[src/rtl/exp_3x3_ker_write_cont_if.sv]
// Kernel stream, kernel RAM write port and layer handshake of the expand 3x3
// kernel write controller, bundled as one interface.
interface exp_3x3_ker_write_cont_if #(
    parameter int unsigned DATA_WIDTH = 72
) ();

    // Upstream kernel stream
    logic [DATA_WIDTH-1:0] ker_data;
    logic                  ker_valid;
    logic                  ker_ready;

    // Kernel RAM write port
    logic                  ram_wr_en;
    logic [6:0]            ram_wr_addr;
    logic [DATA_WIDTH-1:0] ram_wr_data;

    // Layer handshake with the 3x3 kernel read controller
    logic                  layer_1_ready;
    logic                  layer_1_done;
    logic                  layer_2_ready;
    logic                  layer_2_done;
    logic                  load_done;

    modport master (
        input  ker_data,
        input  ker_valid,
        output ker_ready,
        output ram_wr_en,
        output ram_wr_addr,
        output ram_wr_data,
        output layer_1_ready,
        input  layer_1_done,
        output layer_2_ready,
        input  layer_2_done,
        output load_done
    );

    modport slave (
        output ker_data,
        output ker_valid,
        input  ker_ready,
        input  ram_wr_en,
        input  ram_wr_addr,
        input  ram_wr_data,
        input  layer_1_ready,
        output layer_1_done,
        input  layer_2_ready,
        output layer_2_done,
        input  load_done
    );

endinterface

[src/rtl/exp_3x3_ker_write_cont.sv]
// Write-side controller for the expand 3x3 kernel RAM: streams kernel words into
// a two-bank ping-pong RAM (0-63 / 64-127) and hands full banks to the reader.
module exp_3x3_ker_write_cont #(
    parameter int unsigned DATA_WIDTH = 72
) (
    input  logic       clk_i,
    input  logic       rst_i,
    input  logic       start_i,
    input  logic [6:0] one_exp3_ker_addr_limit_i,
    input  logic [9:0] exp3_ker_chunks_i,
    exp_3x3_ker_write_cont_if.master bus
);

    typedef enum logic [1:0] {
        StIdle,
        StWaitBank,
        StFill
    } state_e;

    state_e                state_q, state_d;
    logic [5:0]            word_cnt_q, word_cnt_d;
    logic [9:0]            chunk_cnt_q, chunk_cnt_d;
    logic                  bank_q, bank_d;
    logic [6:0]            limit_q, limit_d;
    logic [9:0]            chunks_q, chunks_d;
    logic                  l1_rdy_q, l1_rdy_d;
    logic                  l2_rdy_q, l2_rdy_d;
    logic                  fill_end_q, fill_end_d;
    logic                  fill_bank_q, fill_bank_d;
    logic                  fill_last_q, fill_last_d;
    logic                  wr_en_q, wr_en_d;
    logic [6:0]            wr_addr_q, wr_addr_d;
    logic [DATA_WIDTH-1:0] wr_data_q, wr_data_d;
    logic                  load_done_q, load_done_d;

    logic [6:0] limit_clamped;
    logic       last_word;
    logic       last_chunk;
    logic       target_busy;

    always_comb begin
        if (one_exp3_ker_addr_limit_i == 7'd0) begin
            limit_clamped = 7'd1;
        end else if (one_exp3_ker_addr_limit_i > 7'd64) begin
            limit_clamped = 7'd64;
        end else begin
            limit_clamped = one_exp3_ker_addr_limit_i;
        end
    end

    assign last_word   = ({1'b0, word_cnt_q} == (limit_q - 7'd1));
    assign last_chunk  = (chunk_cnt_q == chunks_q);
    assign target_busy = bank_q ? l2_rdy_q : l1_rdy_q;

    always_comb begin
        state_d     = state_q;
        word_cnt_d  = word_cnt_q;
        chunk_cnt_d = chunk_cnt_q;
        bank_d      = bank_q;
        limit_d     = limit_q;
        chunks_d    = chunks_q;
        fill_end_d  = 1'b0;
        fill_bank_d = fill_bank_q;
        fill_last_d = 1'b0;
        wr_en_d     = 1'b0;
        wr_addr_d   = wr_addr_q;
        wr_data_d   = wr_data_q;
        load_done_d = fill_end_q && fill_last_q;

        // A done pulse only clears a flag that is set; a completing fill wins.
        l1_rdy_d = l1_rdy_q && !bus.layer_1_done;
        l2_rdy_d = l2_rdy_q && !bus.layer_2_done;
        if (fill_end_q && !fill_bank_q) l1_rdy_d = 1'b1;
        if (fill_end_q && fill_bank_q)  l2_rdy_d = 1'b1;

        unique case (state_q)
            StIdle: begin
            end
            StWaitBank: begin
                if (!target_busy) state_d = StFill;
            end
            StFill: begin
                if (bus.ker_valid) begin
                    wr_en_d   = 1'b1;
                    wr_addr_d = {bank_q, word_cnt_q};
                    wr_data_d = bus.ker_data;
                    if (last_word) begin
                        word_cnt_d  = 6'd0;
                        chunk_cnt_d = chunk_cnt_q + 10'd1;
                        bank_d      = ~bank_q;
                        fill_end_d  = 1'b1;
                        fill_bank_d = bank_q;
                        fill_last_d = last_chunk;
                        state_d     = last_chunk ? StIdle : StWaitBank;
                    end else begin
                        word_cnt_d = word_cnt_q + 6'd1;
                    end
                end
            end
            default: state_d = StIdle;
        endcase

        // Start aborts everything in flight, including a word accepted this cycle.
        if (start_i) begin
            state_d     = StWaitBank;
            word_cnt_d  = 6'd0;
            chunk_cnt_d = 10'd0;
            bank_d      = 1'b0;
            limit_d     = limit_clamped;
            chunks_d    = exp3_ker_chunks_i;
            l1_rdy_d    = 1'b0;
            l2_rdy_d    = 1'b0;
            fill_end_d  = 1'b0;
            fill_last_d = 1'b0;
            wr_en_d     = 1'b0;
            load_done_d = 1'b0;
        end
    end

    always_ff @(posedge clk_i or posedge rst_i) begin
        if (rst_i) begin
            state_q     <= StIdle;
            word_cnt_q  <= 6'd0;
            chunk_cnt_q <= 10'd0;
            bank_q      <= 1'b0;
            limit_q     <= 7'd0;
            chunks_q    <= 10'd0;
            l1_rdy_q    <= 1'b0;
            l2_rdy_q    <= 1'b0;
            fill_end_q  <= 1'b0;
            fill_bank_q <= 1'b0;
            fill_last_q <= 1'b0;
            wr_en_q     <= 1'b0;
            wr_addr_q   <= 7'd0;
            wr_data_q   <= '0;
            load_done_q <= 1'b0;
        end else begin
            state_q     <= state_d;
            word_cnt_q  <= word_cnt_d;
            chunk_cnt_q <= chunk_cnt_d;
            bank_q      <= bank_d;
            limit_q     <= limit_d;
            chunks_q    <= chunks_d;
            l1_rdy_q    <= l1_rdy_d;
            l2_rdy_q    <= l2_rdy_d;
            fill_end_q  <= fill_end_d;
            fill_bank_q <= fill_bank_d;
            fill_last_q <= fill_last_d;
            wr_en_q     <= wr_en_d;
            wr_addr_q   <= wr_addr_d;
            wr_data_q   <= wr_data_d;
            load_done_q <= load_done_d;
        end
    end

    assign bus.ker_ready     = (state_q == StFill);
    assign bus.ram_wr_en     = wr_en_q;
    assign bus.ram_wr_addr   = wr_addr_q;
    assign bus.ram_wr_data   = wr_data_q;
    assign bus.layer_1_ready = l1_rdy_q;
    assign bus.layer_2_ready = l2_rdy_q;
    assign bus.load_done     = load_done_q;

endmodule

[src/flat_wrapper.sv]
// flat-port wrapper written by rule: the top's interface ports become plain ports
module exp_3x3_ker_write_cont_flat 
#(
    parameter int unsigned DATA_WIDTH = 72
)
  (clk_i, rst_i, start_i, one_exp3_ker_addr_limit_i, exp3_ker_chunks_i, bus_ker_data, bus_ker_valid, bus_ker_ready, bus_ram_wr_en, bus_ram_wr_addr, bus_ram_wr_data, bus_layer_1_ready, bus_layer_1_done, bus_layer_2_ready, bus_layer_2_done, bus_load_done);
  exp_3x3_ker_write_cont_if #(.DATA_WIDTH(DATA_WIDTH)) bus_i ();
  input  logic clk_i;
  input  logic rst_i;
  input  logic start_i;
  input  logic [6:0] one_exp3_ker_addr_limit_i;
  input  logic [9:0] exp3_ker_chunks_i;
  input wire logic [$bits(bus_i.ker_data)-1:0] bus_ker_data;
  input wire logic [$bits(bus_i.ker_valid)-1:0] bus_ker_valid;
  output wire logic [$bits(bus_i.ker_ready)-1:0] bus_ker_ready;
  output wire logic [$bits(bus_i.ram_wr_en)-1:0] bus_ram_wr_en;
  output wire logic [$bits(bus_i.ram_wr_addr)-1:0] bus_ram_wr_addr;
  output wire logic [$bits(bus_i.ram_wr_data)-1:0] bus_ram_wr_data;
  output wire logic [$bits(bus_i.layer_1_ready)-1:0] bus_layer_1_ready;
  input wire logic [$bits(bus_i.layer_1_done)-1:0] bus_layer_1_done;
  output wire logic [$bits(bus_i.layer_2_ready)-1:0] bus_layer_2_ready;
  input wire logic [$bits(bus_i.layer_2_done)-1:0] bus_layer_2_done;
  output wire logic [$bits(bus_i.load_done)-1:0] bus_load_done;
  assign bus_i.ker_data = bus_ker_data;
  assign bus_i.ker_valid = bus_ker_valid;
  assign bus_ker_ready = bus_i.ker_ready;
  assign bus_ram_wr_en = bus_i.ram_wr_en;
  assign bus_ram_wr_addr = bus_i.ram_wr_addr;
  assign bus_ram_wr_data = bus_i.ram_wr_data;
  assign bus_layer_1_ready = bus_i.layer_1_ready;
  assign bus_i.layer_1_done = bus_layer_1_done;
  assign bus_layer_2_ready = bus_i.layer_2_ready;
  assign bus_i.layer_2_done = bus_layer_2_done;
  assign bus_load_done = bus_i.load_done;
  exp_3x3_ker_write_cont #(.DATA_WIDTH(DATA_WIDTH)) u_core (.clk_i(clk_i), .rst_i(rst_i), .start_i(start_i), .one_exp3_ker_addr_limit_i(one_exp3_ker_addr_limit_i), .exp3_ker_chunks_i(exp3_ker_chunks_i), .bus(bus_i));
endmodule
[config.mk]
export PLATFORM = sky130hd
export DESIGN_NAME = exp_3x3_ker_write_cont_flat
export DESIGN_NICKNAME = d
export VERILOG_FILES = /design/src/rtl/exp_3x3_ker_write_cont_if.sv /design/src/rtl/exp_3x3_ker_write_cont.sv /design/src/flat_wrapper.sv
export SDC_FILE = /design/constraint.sdc
export NUM_CORES = 1
export LEC_CHECK = 0
export ABC_CLOCK_PERIOD_IN_PS = 10200
export BUFFER_PORTS_ARGS = -buffer_cell sky130_fd_sc_hd__buf_4
export CAP_MARGIN = 30
export CORE_ASPECT_RATIO = 0.6
export CORE_MARGIN = 4
export CORE_UTILIZATION = 54
export DETAILED_ROUTE_END_ITERATION = 6
export PLACE_DENSITY_LB_ADDON = 0.05
export SYNTH_ARGS = -nofsm -noshare
export SYNTH_HDL_FRONTEND = slang
export SYNTH_SLANG_ARGS = --single-unit
[constraint.sdc]
create_clock -name clk_i -period 10.2 [get_ports clk_i]
set_input_delay 1.02 -clock clk_i [delete_from_list [all_inputs] [get_ports clk_i]]
set_output_delay 1.02 -clock clk_i [all_outputs]
set_load 0.1 [all_outputs]
==> impl_summary.md, run 1 <==
Synth
The most used flip-flop cell after synthesis is sky130_fd_sc_hd__dfrtp_1. The synthesis-stage register bit count is approximately 120. The fraction of synthesis flops using an asynchronous set or reset pin is 100.0%.

The number of nets in the synthesized netlist is 656. The cell taking the most area after synthesis is sky130_fd_sc_hd__dfrtp_1. Summed over its instances, the top area cell type makes up roughly three fifths of the synthesized netlist area. The number of unique standard cell types used by synthesis is 39. After synthesis, the most frequently instantiated cells are 251 x sky130_fd_sc_hd__nand2_1, 122 x sky130_fd_sc_hd__dfrtp_1, 21 x sky130_fd_sc_hd__clkbuf_1. By instance count, the leading cell after synthesis is sky130_fd_sc_hd__nand2_1.

For this run, the number of Yosys warnings is 0. The count of flip-flops with a built-in enable after synthesis is 0. Sorting the synthesized cells by area gives the leading types as sky130_fd_sc_hd__dfrtp_1 58%, sky130_fd_sc_hd__nand2_1 18%, sky130_fd_sc_hd__mux2_2 3.2%. Summing every instance area after synthesis gives 5231 µm². The gate count of the mapped netlist is about 560.

The average footprint of a synthesized cell is between 9 and 10 µm². Summing the sequential cell areas from Yosys gives 58.36% of the chip area.

Critical path
The sort of element at the start of the critical path is a flip-flop. The class of the most critical setup path is reg2reg. The worst setup path is captured at a flip-flop. Data on the critical path arrives at its endpoint at 2.91 ns. The startpoint identified for the worst register-to-register timing path is u_core.limit_q[0]. Tracing the worst setup path back leads to its startpoint at u_core.limit_q[0].

The largest driver fanout on the critical path is 20. STA puts the critical path data required time at 10.49 ns.

Pwr
In this run the power spent charging and discharging nets is 0.8714 mW. For this design the ratio of total power to cell area is 280.0 nW/µm². Combinational cells account for a little under two fifths of the total power.

The post-route total power is 2.050 mW. The switching portion of total power is 42.51%. The part of the power in registers is 29.5%. The worst-case IR drop observed on VDD is 0.0002317 V.

The cell internal power dissipation is 1.178 mW. The leakage power is 3.846 nW. The clock network fraction of design power is between 30% and 40%.

Routing
The remaining number of nets flagged by the antenna check after routing is 0. The first detailed-routing pass ran for 5 iterations. After detailed routing, the average wire length per cell comes to 15.23 µm. Detailed routing placed a total of between 1000 and 1500 µm of wire on met3.

The average vias per placed instance is 5.163. Routed signal wires occupy layers up through met4. The via count is 4,502. The DRC violation total after the first TritonRoute iteration is ~310.

The sum of routed wire segments on met1 is about 5600 µm. The routed length on met2 is 6272 µm. After detailed routing, the number of remaining DRC violations is 0. The final wirelength is around 13,000 µm.

STA
At the pin with the least slew margin, the transition time is around 0.88 ns. Dividing the final minimum period by the clock period gives approximately 26%. The minimum clock period is approximately 2.6 ns. The final hold violation count is 0.

The total negative slack for setup checks is 0 ns. The worst max-slew margin expressed relative to the limit is between 40% and 50%. The highest clock frequency the design can meet is 381.6 MHz. The number of max-slew violations in the final report is 0. Setup violations remaining at the end of the flow were counted as 0. The clock skew after layout is between 0.004 and 0.005 ns. Setup repair after global routing left no endpoint under its margin. The slack of the critical path is 7.579 ns.

Clocking
Buffers added to address setup during post-CTS repair amount to 0. The TritonCTS buffer count is 17. Clock tree synthesis selected as its root buffer the cell sky130_fd_sc_hd__clkbuf_16. No sink is reached through more buffers than the 2 on the longest clock path. The clock latency at the later pin of the worst-skew pair is 0.41 ns. The H-tree was split into 4 levels. The number of instances resized during post-cts repair is 0. The number of buffers inserted for hold repair after clock tree synthesis is 0. The tree built by TritonCTS fans out to between 100 and 150 sinks. The clock tree from TritonCTS is yes. The clock slew at the register clock pins of the worst setup and hold paths is 0.05 ns.

Run
The max capacitance violation total is 0.

Status
The run finished with clean final reports.

Floorplan
The initialized floorplan defines 27 standard-cell rows. The region available for standard cell placement spans 9290 µm². The area of the die is 11,380 µm². The y dimension of the die is 84.24 µm. 179 I/O pins were placed. The die is between 100 and 150 µm wide. Once the floorplan was initialized, standard cells occupied 56.31% of the core.

Placed design
Once detailed placement completed, the half-perimeter wirelength came to 9055 µm. OpenSTA, run right after detailed placement, puts the worst setup slack at 7.277 ns. The cell count after placement is 840. The count of buffers from port buffering is 178.

The area of placed instances is 6645 µm². Routability-driven placement finished with a final weighted congestion of between 0.7 and 0.8.

Global routing
The global-route congestion overflow total is 0. The number of antenna violations at the first check in global routing is 0. The number of global-route vias before repair was 4,438. Entering global routing, the biggest net connects 90 pins. The wire length of the first global-routing pass is 21,790 µm.

Across every metal layer, demand over resource in global routing totals 23.96%.

Cells and area
The multi-input logic area is 2031 µm². The post-route standard cell area excluding fillers is 7321 µm². At the end of the flow, the number of nets in the layout was 827. The fraction of final layout cells with drive strength greater than 1 is a little under a third. From synthesis to final layout, the design area changed by 39.94%. The post-route non-filler standard cell count is approximately 870. The sequential cell area is 3053 µm².

After filler insertion, the fill cell instance count of the layout stands at about 600. The repair_antennas step left the layout with diodes totalling 0.

Worst hold path
The worst hold path class is reg2reg. The origin of the worst min-delay path is u_core.bus.ram_wr_data[71].
-- worst max-delay path, cell delays in order, from the launching register on --
cell and delay (ns):
sky130_fd_sc_hd__dfrtp_1 0.43, sky130_fd_sc_hd__inv_1 0.10, sky130_fd_sc_hd__ha_1 0.28, sky130_fd_sc_hd__nor4b_1 0.33
sky130_fd_sc_hd__mux2i_1 0.24, sky130_fd_sc_hd__o211ai_1 0.12, sky130_fd_sc_hd__buf_4 0.23, sky130_fd_sc_hd__nor3_2 0.39
sky130_fd_sc_hd__mux2_2 0.39
-- layout make-up --
cell class | count | area share (%)
inverters | 8 | 0.4444
multi-input cells | 398 | 27.74
well taps | 130 | 2.222
repair buffers | 182 | 18.66
flip-flops and latches | 122 | 41.70
clock buffers | 20 | 6.238
clock inverters | 12 | 2.991
-- cells in the final DEF (no fill, tap or decap), types with 2 or more instances in the layout --
cell	instances
sky130_fd_sc_hd__clkbuf_8	2
sky130_fd_sc_hd__mux2_2	15
sky130_fd_sc_hd__nor3_1	5
sky130_fd_sc_hd__ha_1	3
sky130_fd_sc_hd__o31ai_1	6
sky130_fd_sc_hd__bufinv_16	6
sky130_fd_sc_hd__clkinv_2	3
sky130_fd_sc_hd__a21oi_1	9
sky130_fd_sc_hd__inv_1	7
sky130_fd_sc_hd__clkbuf_16	17
sky130_fd_sc_hd__mux2_1	5
sky130_fd_sc_hd__clkinvlp_4	2
sky130_fd_sc_hd__nor4_1	8
sky130_fd_sc_hd__nand2_1	250
sky130_fd_sc_hd__a22oi_1	2
sky130_fd_sc_hd__nand4_1	7
sky130_fd_sc_hd__buf_4	182
sky130_fd_sc_hd__xnor2_1	6
sky130_fd_sc_hd__nand2b_1	7
sky130_fd_sc_hd__nor2_1	14
sky130_fd_sc_hd__o21ai_0	9
sky130_fd_sc_hd__nand3_1	4
sky130_fd_sc_hd__and3_1	2
sky130_fd_sc_hd__or4_1	5
sky130_fd_sc_hd__xor2_1	13
sky130_fd_sc_hd__o211ai_1	2
sky130_fd_sc_hd__mux2i_1	2
sky130_fd_sc_hd__nor2b_1	10
sky130_fd_sc_hd__dfrtp_1	122
-- per-stage QoR --
stage | util [%] | hold slack, ns
final | 78.80 | 0.4749
after global routing | 78.80 | 0.4900
after CTS | 78.80 | 0.4772
after detailed placement | 71.53 | 0.4580
after global placement | 71.53 | 0.4551
after floorplan | - | 0.4451
-- registers in the layout, summed over array words and instances (netlist names) --
register and flops:
u_core.bus.ram_wr_data 72, u_core.chunk_cnt_q 10, u_core.chunks_q 10, u_core.bus.ram_wr_addr 7
u_core.limit_q 7, u_core.word_cnt_q 6, u_core.state_q 2, u_core.bank_q 1
u_core.bus.layer_1_ready 1, u_core.bus.layer_2_ready 1, u_core.bus.load_done 1, u_core.bus.ram_wr_en 1
u_core.fill_bank_q 1, u_core.fill_end_q 1, u_core.fill_last_q 1
-- power groups by stage --
stage / sequential, mW / combinational, mW / clock [mW]
after floorplan: 1.10 / 0.0953 / 0
after global placement: 0.607 / 0.760 / 0
after detailed placement: 0.610 / 0.768 / 0
after CTS: 0.604 / 0.770 / 0.688
after global routing: 0.613 / 0.793 / 0.715
final: 0.604 / 0.765 / 0.681
-- routing by layer --
| metal | track usage, % | up-vias |
|---|---|---|
| met5 | 0 | - |
| met3 | 8.683 | 21 |
| met1 | 31.59 | 2164 |
| met4 | 7.777 | 0 |
| li1 | - | 2147 |
| met2 | 37.32 | 170 |
-- cells by family (layout without fill, tap and decap cells) --
group	after synthesis	in the layout	share of synthesized area [%]
and+or+nand+nor	321	321	25.97
DFF	122	122	58.36
buffers and inverters	38	222	2.894
AOI/OAI and AO/OA	33	33	4.185
muxes	22	22	4.688
xor gates and xnor gates	19	19	3.181
adders and majority gates	3	3	0.7176
-- worst paths after layout --
path | end | slack [ns] | cells after the start
max in group asynchronous | u_core.chunk_cnt_q[8] | 8.19 | 3
worst min register to register | u_core.bus.ram_wr_data[71] | 0.47 | 2
worst max-delay path | u_core.fill_bank_q | 7.58 | 8
worst max register to register | u_core.fill_bank_q | 7.58 | 8
worst min-delay path | u_core.bus.ram_wr_data[71] | 0.47 | 2
min in group asynchronous | u_core.bus.ram_wr_data[45] | 0.77 | 2
No activity file was read; power rests on OpenSTA's default activity.
==> run 2: changes to the inputs <==
ABC_CLOCK_PERIOD_IN_PS = 2370   (was 10200)
CORE_UTILIZATION = 45   (was 54)
clock period = 2.37 ns   (was 10.2 ns; I/O delays follow)
==> run 2 against run 1 <==
Compared with the run above: cell count increased by 4.1%; die area increased by 18%; critical path depth decreased by 2; setup slack got worse by 7.5 ns; cell area increased by 1.7%; first-iteration DRC count decreased by 8.0%; non-clock buffer count increased by 8; critical path type unchanged; critical endpoint is now u_core.chunk_cnt_q[9].
==> impl_summary.md, run 2 (synthesis results as in run 1) <==
STA
The final hold violation count is 0. The number of max-slew violations in the final report is 0. Setup repair after global routing left no endpoint under its margin. The final-layout worst hold slack is 0.02232 ns. The clock skew after layout is 0.007648 ns. The minimum clock period is 2.303 ns. The transition time at the pin with the least slew margin is just over 0.6 ns.

The final clock period utilization by the worst path is a little under 100%. The worst max-slew margin expressed relative to the limit is 58.94%. The highest clock frequency the design can meet is 434.3 MHz.

The final setup violation count is 0.

Cells and area
After the flow finishes, the layout carries non-filler instances totaling a little over 900. In the layout the commonest cells are 250 x sky130_fd_sc_hd__nand2_1, 185 x sky130_fd_sc_hd__buf_4, 122 x sky130_fd_sc_hd__dfrtp_1. The leading cell type in the layout, fill and taps excluded is sky130_fd_sc_hd__nand2_1. In the final layout, the multi-input gates occupy 2121 µm². From synthesis to final layout, the design area changed by 42.26%. Counting the fill cells in the layout gives 935. The fraction of final layout cells with drive strength greater than 1 is 33.42%. The register with the most flip-flops in the layout has 72 of them. For this run, the post-layout net count is 835.

The repair_antennas step left the layout with diodes totalling 0. Across the whole layout, storage elements account for 3053 µm².

Clocking
The clock reaches the later pin of the worst-skew pair after 0.40 ns. The clock passes through at most 2 buffers. The clock slew at the register clock pins of the worst setup and hold paths is 0.05 ns. The TritonCTS buffer count is 17. The clock drives 122 sinks. The depth of the CTS H-tree is 4. The clock tree from TritonCTS is yes.

The root cell of the clock tree is sky130_fd_sc_hd__clkbuf_16.

Global routing
The wire length of the first global-routing pass is between 20,000 and 25,000 µm. Entering global routing, the biggest net connects 74 pins. In the global route stage, overall resource usage came out at 20.38%.

The number of antenna violations at the first check in global routing is 0. The number of global-route vias before repair is 4,383. After global routing the overflow that remains totals 0.

Critical path
The class of the most critical setup path is reg2reg. The sort of element at the start of the critical path is a flip-flop. For the worst setup path, the data arrival time is 2.58 ns. The largest driver fanout on the critical path is 20. The critical path capture point type is a flip-flop. The critical path required time is 2.65 ns.

Placed design
The count of buffers from port buffering is 178. Once placement completed, the tool counted placed cells totaling around 900. The detailed-placement wirelength estimate is approximately 9500 µm. The routability congestion estimate is slightly above 0.8.

Pwr
The post-route total power is 8.357 mW. Sequential cells burn 31.0% of the power. The leakage power is 3.896 nW. The clock network fraction of design power is roughly 29%.

Combinational logic is responsible for 39.9% of the overall power. The internal portion of the total power is 4.641 mW. The maximum VDD drop is 0.0006257 V. Of the total power, the share spent switching nets is 44.47%. Power spread over the standard cell area amounts to 1123 nW/µm².

The net switching power figure is 3.717 mW.

Floorplan
The area of the die is 13,470 µm². The number of top-level pins is 179. The die is 91.52 µm tall. The standard cell core area is 11,340 µm².

The initialized floorplan defines 30 standard-cell rows. The starting density of the core is 46.15%. Measured along the x axis, the die boundary spans 147.2 µm.

Routing
The remaining number of nets flagged by the antenna check after routing is 0. Dividing the detail-routed via count by the number of cells gives 4.887. For this block, the routed nets add up to 13,500 µm of wire. Before antenna repair, the detailed router went through 4 iterations. Summing over every cut layer, the via total after detailed routing is around 4,400.

In the final routed layout, each cell accounts on average for approximately 15 µm. The DRC violation total after the first TritonRoute iteration is 289. For this run, design rule violations remaining after detail routing come to 0.

Status
The run finished with clean final reports.

Worst hold path
The path class of the tightest hold or removal check is in2reg.

Run
The max capacitance violation total is 0.
==> run 2: cell count changes in the layout (fill, tap and decap cells not counted), moves of 2 or more <==
cell / change
sky130_fd_sc_hd__nor4_4: +2
sky130_fd_sc_hd__buf_12: +3
sky130_fd_sc_hd__nor4_1: -6
sky130_fd_sc_hd__buf_4: +3
sky130_fd_sc_hd__clkbuf_8: +3
sky130_fd_sc_hd__bufinv_16: -5
sky130_fd_sc_hd__nor4_2: +4
==> run 2: layout make-up <==
class | count | share of cell area, %
clock buffer | 23 | 6.691
clock inverter | 7 | 0.8911
inverter | 8 | 0.4539
multi-input combinational | 398 | 28.50
sequential | 122 | 41.02
tap | 160 | 2.690
timing repair buffer | 190 | 19.75
==> run 2: power by group through the flow <==
stage                     sequential, mW  clock (mW)  combinational (mW)
after floorplan                     4.74           0               0.412
after global placement              2.61           0                3.30
after detailed placement            2.62           0                3.33
after CTS                           2.59        2.49                3.34
after global routing                2.63        2.58                3.47
final                               2.59        2.43                3.33
==> run 2: per-stage QoR <==
stage	util, %	TNS (ns)	cell area (µm²)	setup slack [ns]
final	65.65	0	7442	0.06722
after global routing	65.65	0	7442	0.01432
after CTS	65.11	0	7381	0.003783
after detailed placement	59.82	-0.3155	6782	-0.1231
after global placement	59.82	0	6782	0.05245
after floorplan	-	0	5243	0.05897
==> run 2: repair_timing <==
action,CTS,global route
hold endpoints to repair,25,0
buffers inserted,0,0
hold buffers,1,0
resized for setup,4,9
endpoints found under the setup margin,6,14
==> run 2: path summary, 6_finish.rpt <==
path,startpoint,to,slack [ns],depth (start not counted)
min in group asynchronous,rst_i,u_core.bus.ram_wr_data[37],0.46,3
max,u_core.word_cnt_q[5],u_core.chunk_cnt_q[9],0.07,6
max reg2reg,u_core.word_cnt_q[5],u_core.chunk_cnt_q[9],0.07,6
min reg2reg,u_core.bus.ram_wr_data[15],u_core.bus.ram_wr_data[15],0.47,2
max in group asynchronous,rst_i,u_core.bus.ram_wr_data[49],1.13,4
min,bus_ker_data[13],u_core.bus.ram_wr_data[13],0.02,3
==> run 2: routing by layer <==
metal,part of all wire [%],GRT usage [%]
met1,45,26.53
met2,46,31.16
met3,7.5,7.182
met4,1.8,8.450
met5,0,0
==> run 2: critical path, stage by stage, from the launching register on <==
cell	delay (ns)
sky130_fd_sc_hd__dfrtp_1	0.48
sky130_fd_sc_hd__xor2_1	0.35
sky130_fd_sc_hd__nor4_2	0.07
sky130_fd_sc_hd__a2111o_1	0.45
sky130_fd_sc_hd__buf_12	0.18
sky130_fd_sc_hd__nor4_4	0.28
sky130_fd_sc_hd__mux2_1	0.36
==> run 3: changes to the inputs <==
CORE_ASPECT_RATIO = 0.9   (was 0.6)
==> run 3 against run 2 <==
Compared with the run above: sequential power about the same; clock skew up 0.0054 ns; clock power up 19%; core utilization up 0.27 points; non-clock buffer count is 1 higher; sequential share of layout area decreased by 0.36 points; cell count decreased by 0.33%; worst hold slack hardly changed; first-iteration DRC count up 9.0%; global-route usage hardly changed; largest cell class unchanged.
==> impl_summary.md, run 3 (synthesis results as in run 1) <==
Status
The run finished with clean final reports.

Run
The max capacitance violation total is 0.

Placed design
The count of buffers from port buffering is 178. The detailed-placement wirelength estimate is 9135 µm. After detailed placement, the design holds a cell count of 875. The placed instances occupy a cell area of around 6800 µm².

The routability congestion estimate is 0.8100.

Critical path
Walking the worst path, the cells encountered are or3_1 -> a221oi_2 -> o211ai_1 -> buf_6 -> nor4_1 -> mux2_1. The cell type group with the largest total delay on the critical path is simple AND/OR/NAND/NOR gates. On the worst path, the slowest cell contributes a delay of ~0.47 ns. The worst reg2reg path endpoint is u_core.chunk_cnt_q[5]. The slack of the worst reg-to-reg path is 0.09 ns. The total stage count of the critical path is 6. The timing startpoint of the critical path is u_core.limit_q[2]. The largest driver fanout on the critical path is 20. In this run the worst setup path terminates at u_core.chunk_cnt_q[5]. The number of buffer and inverter stages on the critical path is 1. Data on the critical path arrives at its endpoint at 2.56 ns. The largest individual stage delay along the critical path comes from the cell sky130_fd_sc_hd__dfrtp_1. The sort of element at the start of the critical path is a flip-flop. The critical path capture point type is a flip-flop. The critical path required time is approximately 2.7 ns. The origin of the critical flop-to-flop path is u_core.limit_q[2].

The class of the most critical setup path is reg2reg. Counting cells, the worst reg-to-reg path comes to 6.

Pwr
For this design the ratio of total power to cell area is 1174 nW/µm². The maximum VDD drop is ~0.00080 V. The internal portion of the total power is 5.096 mW. The post-route total power is 8.816 mW. The switching portion of total power is 42.19%. The analysis attributes to cell leakage a power of 3.936 nW. In this run the power spent charging and discharging nets is 3.719 mW. The part of the power in registers is 29.5%.

The clock network fraction of design power is between 30 and 40%. Combinational logic is responsible for 37.7% of the overall power.

Clocking
The clock tree from TritonCTS is yes. Clock-pin slew was measured on the worst setup and hold paths at roughly 0.06 ns. The post-CTS repair timing setup buffer count is 0. The number of sinks on the clock net is roughly 120. The clock tree synthesis step divided the H-tree into 4 levels. The root cell of the clock tree is sky130_fd_sc_hd__clkbuf_16. The clock latency at the later pin of the worst-skew pair is 0.40 ns. The clock passes through at most 2 buffers. The TritonCTS buffer count is 17.

Global routing
The total overflow left after global routing is 0. For this run, global-route usage on met2 was measured as 33.25%. The layer flagged by global routing as most heavily used is met2.

The number of global-route vias before repair is 4,457. The number of antenna violations at the first check in global routing is 0. The combined global-route utilization of all metal layers is 20.40%.

The maximum number of pins on one net before global-route repair is 123. The met1 layer usage reported by global route is 24.86%. The first global-routing pass estimated roughly 21,000 µm of wire. For met3 alone, demand over resource in global routing was about 8.5%.

Cells and area
Of the cells placed in the final design, the portion with a size suffix greater than 1 is 33.38%. The finished cells cover 7507 µm². Compared with the post-synthesis result, the final layout area differs by 43.51%. The count of inserted antenna diode cells is 0. The final net count is 836. The flip-flop count of the largest register after layout is slightly above 70.

The library cell used most frequently in the layout, excluding fill and tap cells, is sky130_fd_sc_hd__nand2_1. The post-route non-filler standard cell count is 905. The library cells used most frequently in the layout, excluding fill and tap cells, are 250 x sky130_fd_sc_hd__nand2_1, 188 x sky130_fd_sc_hd__buf_4, 122 x sky130_fd_sc_hd__dfrtp_1.

Routing
The detail-routed net length per standard cell is 14.90 µm. The remaining number of nets flagged by the antenna check after routing is 0. The first TritonRoute pass finished after 5 iterations. The via count is 4,387. The final wirelength is 13,480 µm. The DRC violation total after the first TritonRoute iteration is 315. The average vias per placed instance is 4.848. For this run, design rule violations remaining after detail routing come to 0.

Worst hold path
The worst hold path class is in2async.

STA
For the pin with the worst max-slew slack, the measured transition is 0.6497 ns. The final hold violation count is 0. The routed design could run at a clock period as short as 2.279 ns. Timing would allow up to 438.8 MHz. The clock skew after layout is approximately 0.013 ns.

Setup violations remaining at the end of the flow were counted as 0. The final clock period utilization by the worst path is a little over nine tenths. The worst max-slew margin expressed relative to the limit is between 50% and 60%. Setup repair after global routing could not meet its margin everywhere. The number of max-slew violations in the final report is 0. The final-layout worst hold slack is 0.02224 ns.

Floorplan
The die covers between 10,000 and 15,000 µm². In this run the count of I/O pins placed on the die edge is 179. The floorplan step set the die height to approximately 110 µm. The starting density of the core is 45.93%. The floorplan step set the die width to 121.7 µm. The standard cell core area is 11,390 µm².

After floorplanning, the core was divided into 37 placement rows.
==> run 3: cell count changes in the layout (fill, tap and decap cells not counted), sizes merged <==
| cell | before | now |
|---|---|---|
| clkinv | 5 | 0 |
| buf | 189 | 191 |
| clkbuf | 23 | 24 |
| bufinv | 1 | 5 |
| dlygate4sd3 | 1 | 0 |
==> run 3: worst register-to-register path, stage by stage, from the launching register on <==
cell and delay, ns:
sky130_fd_sc_hd__dfrtp_1 0.47, sky130_fd_sc_hd__or3_1 0.46, sky130_fd_sc_hd__a221oi_2 0.23, sky130_fd_sc_hd__o211ai_1 0.14
sky130_fd_sc_hd__buf_6 0.19, sky130_fd_sc_hd__nor4_1 0.31, sky130_fd_sc_hd__mux2_1 0.36
==> run 3: layout make-up <==
class                           count  area [µm²]
Clock buffer                       24       511.7
Clock inverter                      6       157.7
Fill cell                         974        3881
Inverter                            8       33.78
Multi-Input combinational cell    398        2093
Sequential cell                   122        3053
Tap cell                          156       195.2
Timing Repair Buffer              191        1463
==> run 3: power groups by stage <==
stage	sequential [mW]	combinational (mW)	clock [mW]
finish	2.60	3.32	2.90
global route	2.64	3.46	3.05
CTS	2.60	3.34	2.94
detailed placement	2.62	3.33	0
global placement	2.61	3.30	0
floorplan	4.74	0.412	0
==> run 3: routing by layer <==
metal | vias to the layer above | share of wire, %
met2 | 145 | 48
met5 | - | 0
met1 | 2071 | 43
li1 | 2154 | -
met4 | 0 | 1.6
met3 | 17 | 8.1
==> run 3: per-stage QoR <==
stage | TNS [ns] | setup WS [ns] | utilization, %
floorplan | 0 | 0.05897 | -
global placement | 0 | 0.08201 | 59.53
detailed placement | -0.1090 | -0.04981 | 59.53
CTS | 0 | 0.02037 | 65.46
global route | -0.007737 | -0.007737 | 65.92
finish | 0 | 0.09131 | 65.92
==> run 3: worst min path at each step <==
stage                     slack [ns]                         end  cells after the start
after floorplan                 0.34   u_core.bus.ram_wr_data[0]                      2
after global placement          0.43  u_core.bus.ram_wr_data[35]                      3
after detailed placement        0.43  u_core.bus.ram_wr_data[17]                      3
after CTS                      0.009  u_core.bus.ram_wr_data[46]                      3
after global routing            0.01  u_core.bus.ram_wr_data[51]                      3
final                           0.02          u_core.chunks_q[6]                      3
==> run 3: timing repair <==
| item | CTS | global route |
|---|---|---|
| setup endpoints to repair | 5 | 7 |
| hold buffers | 0 | 0 |
| resized for setup | 1 | 9 |
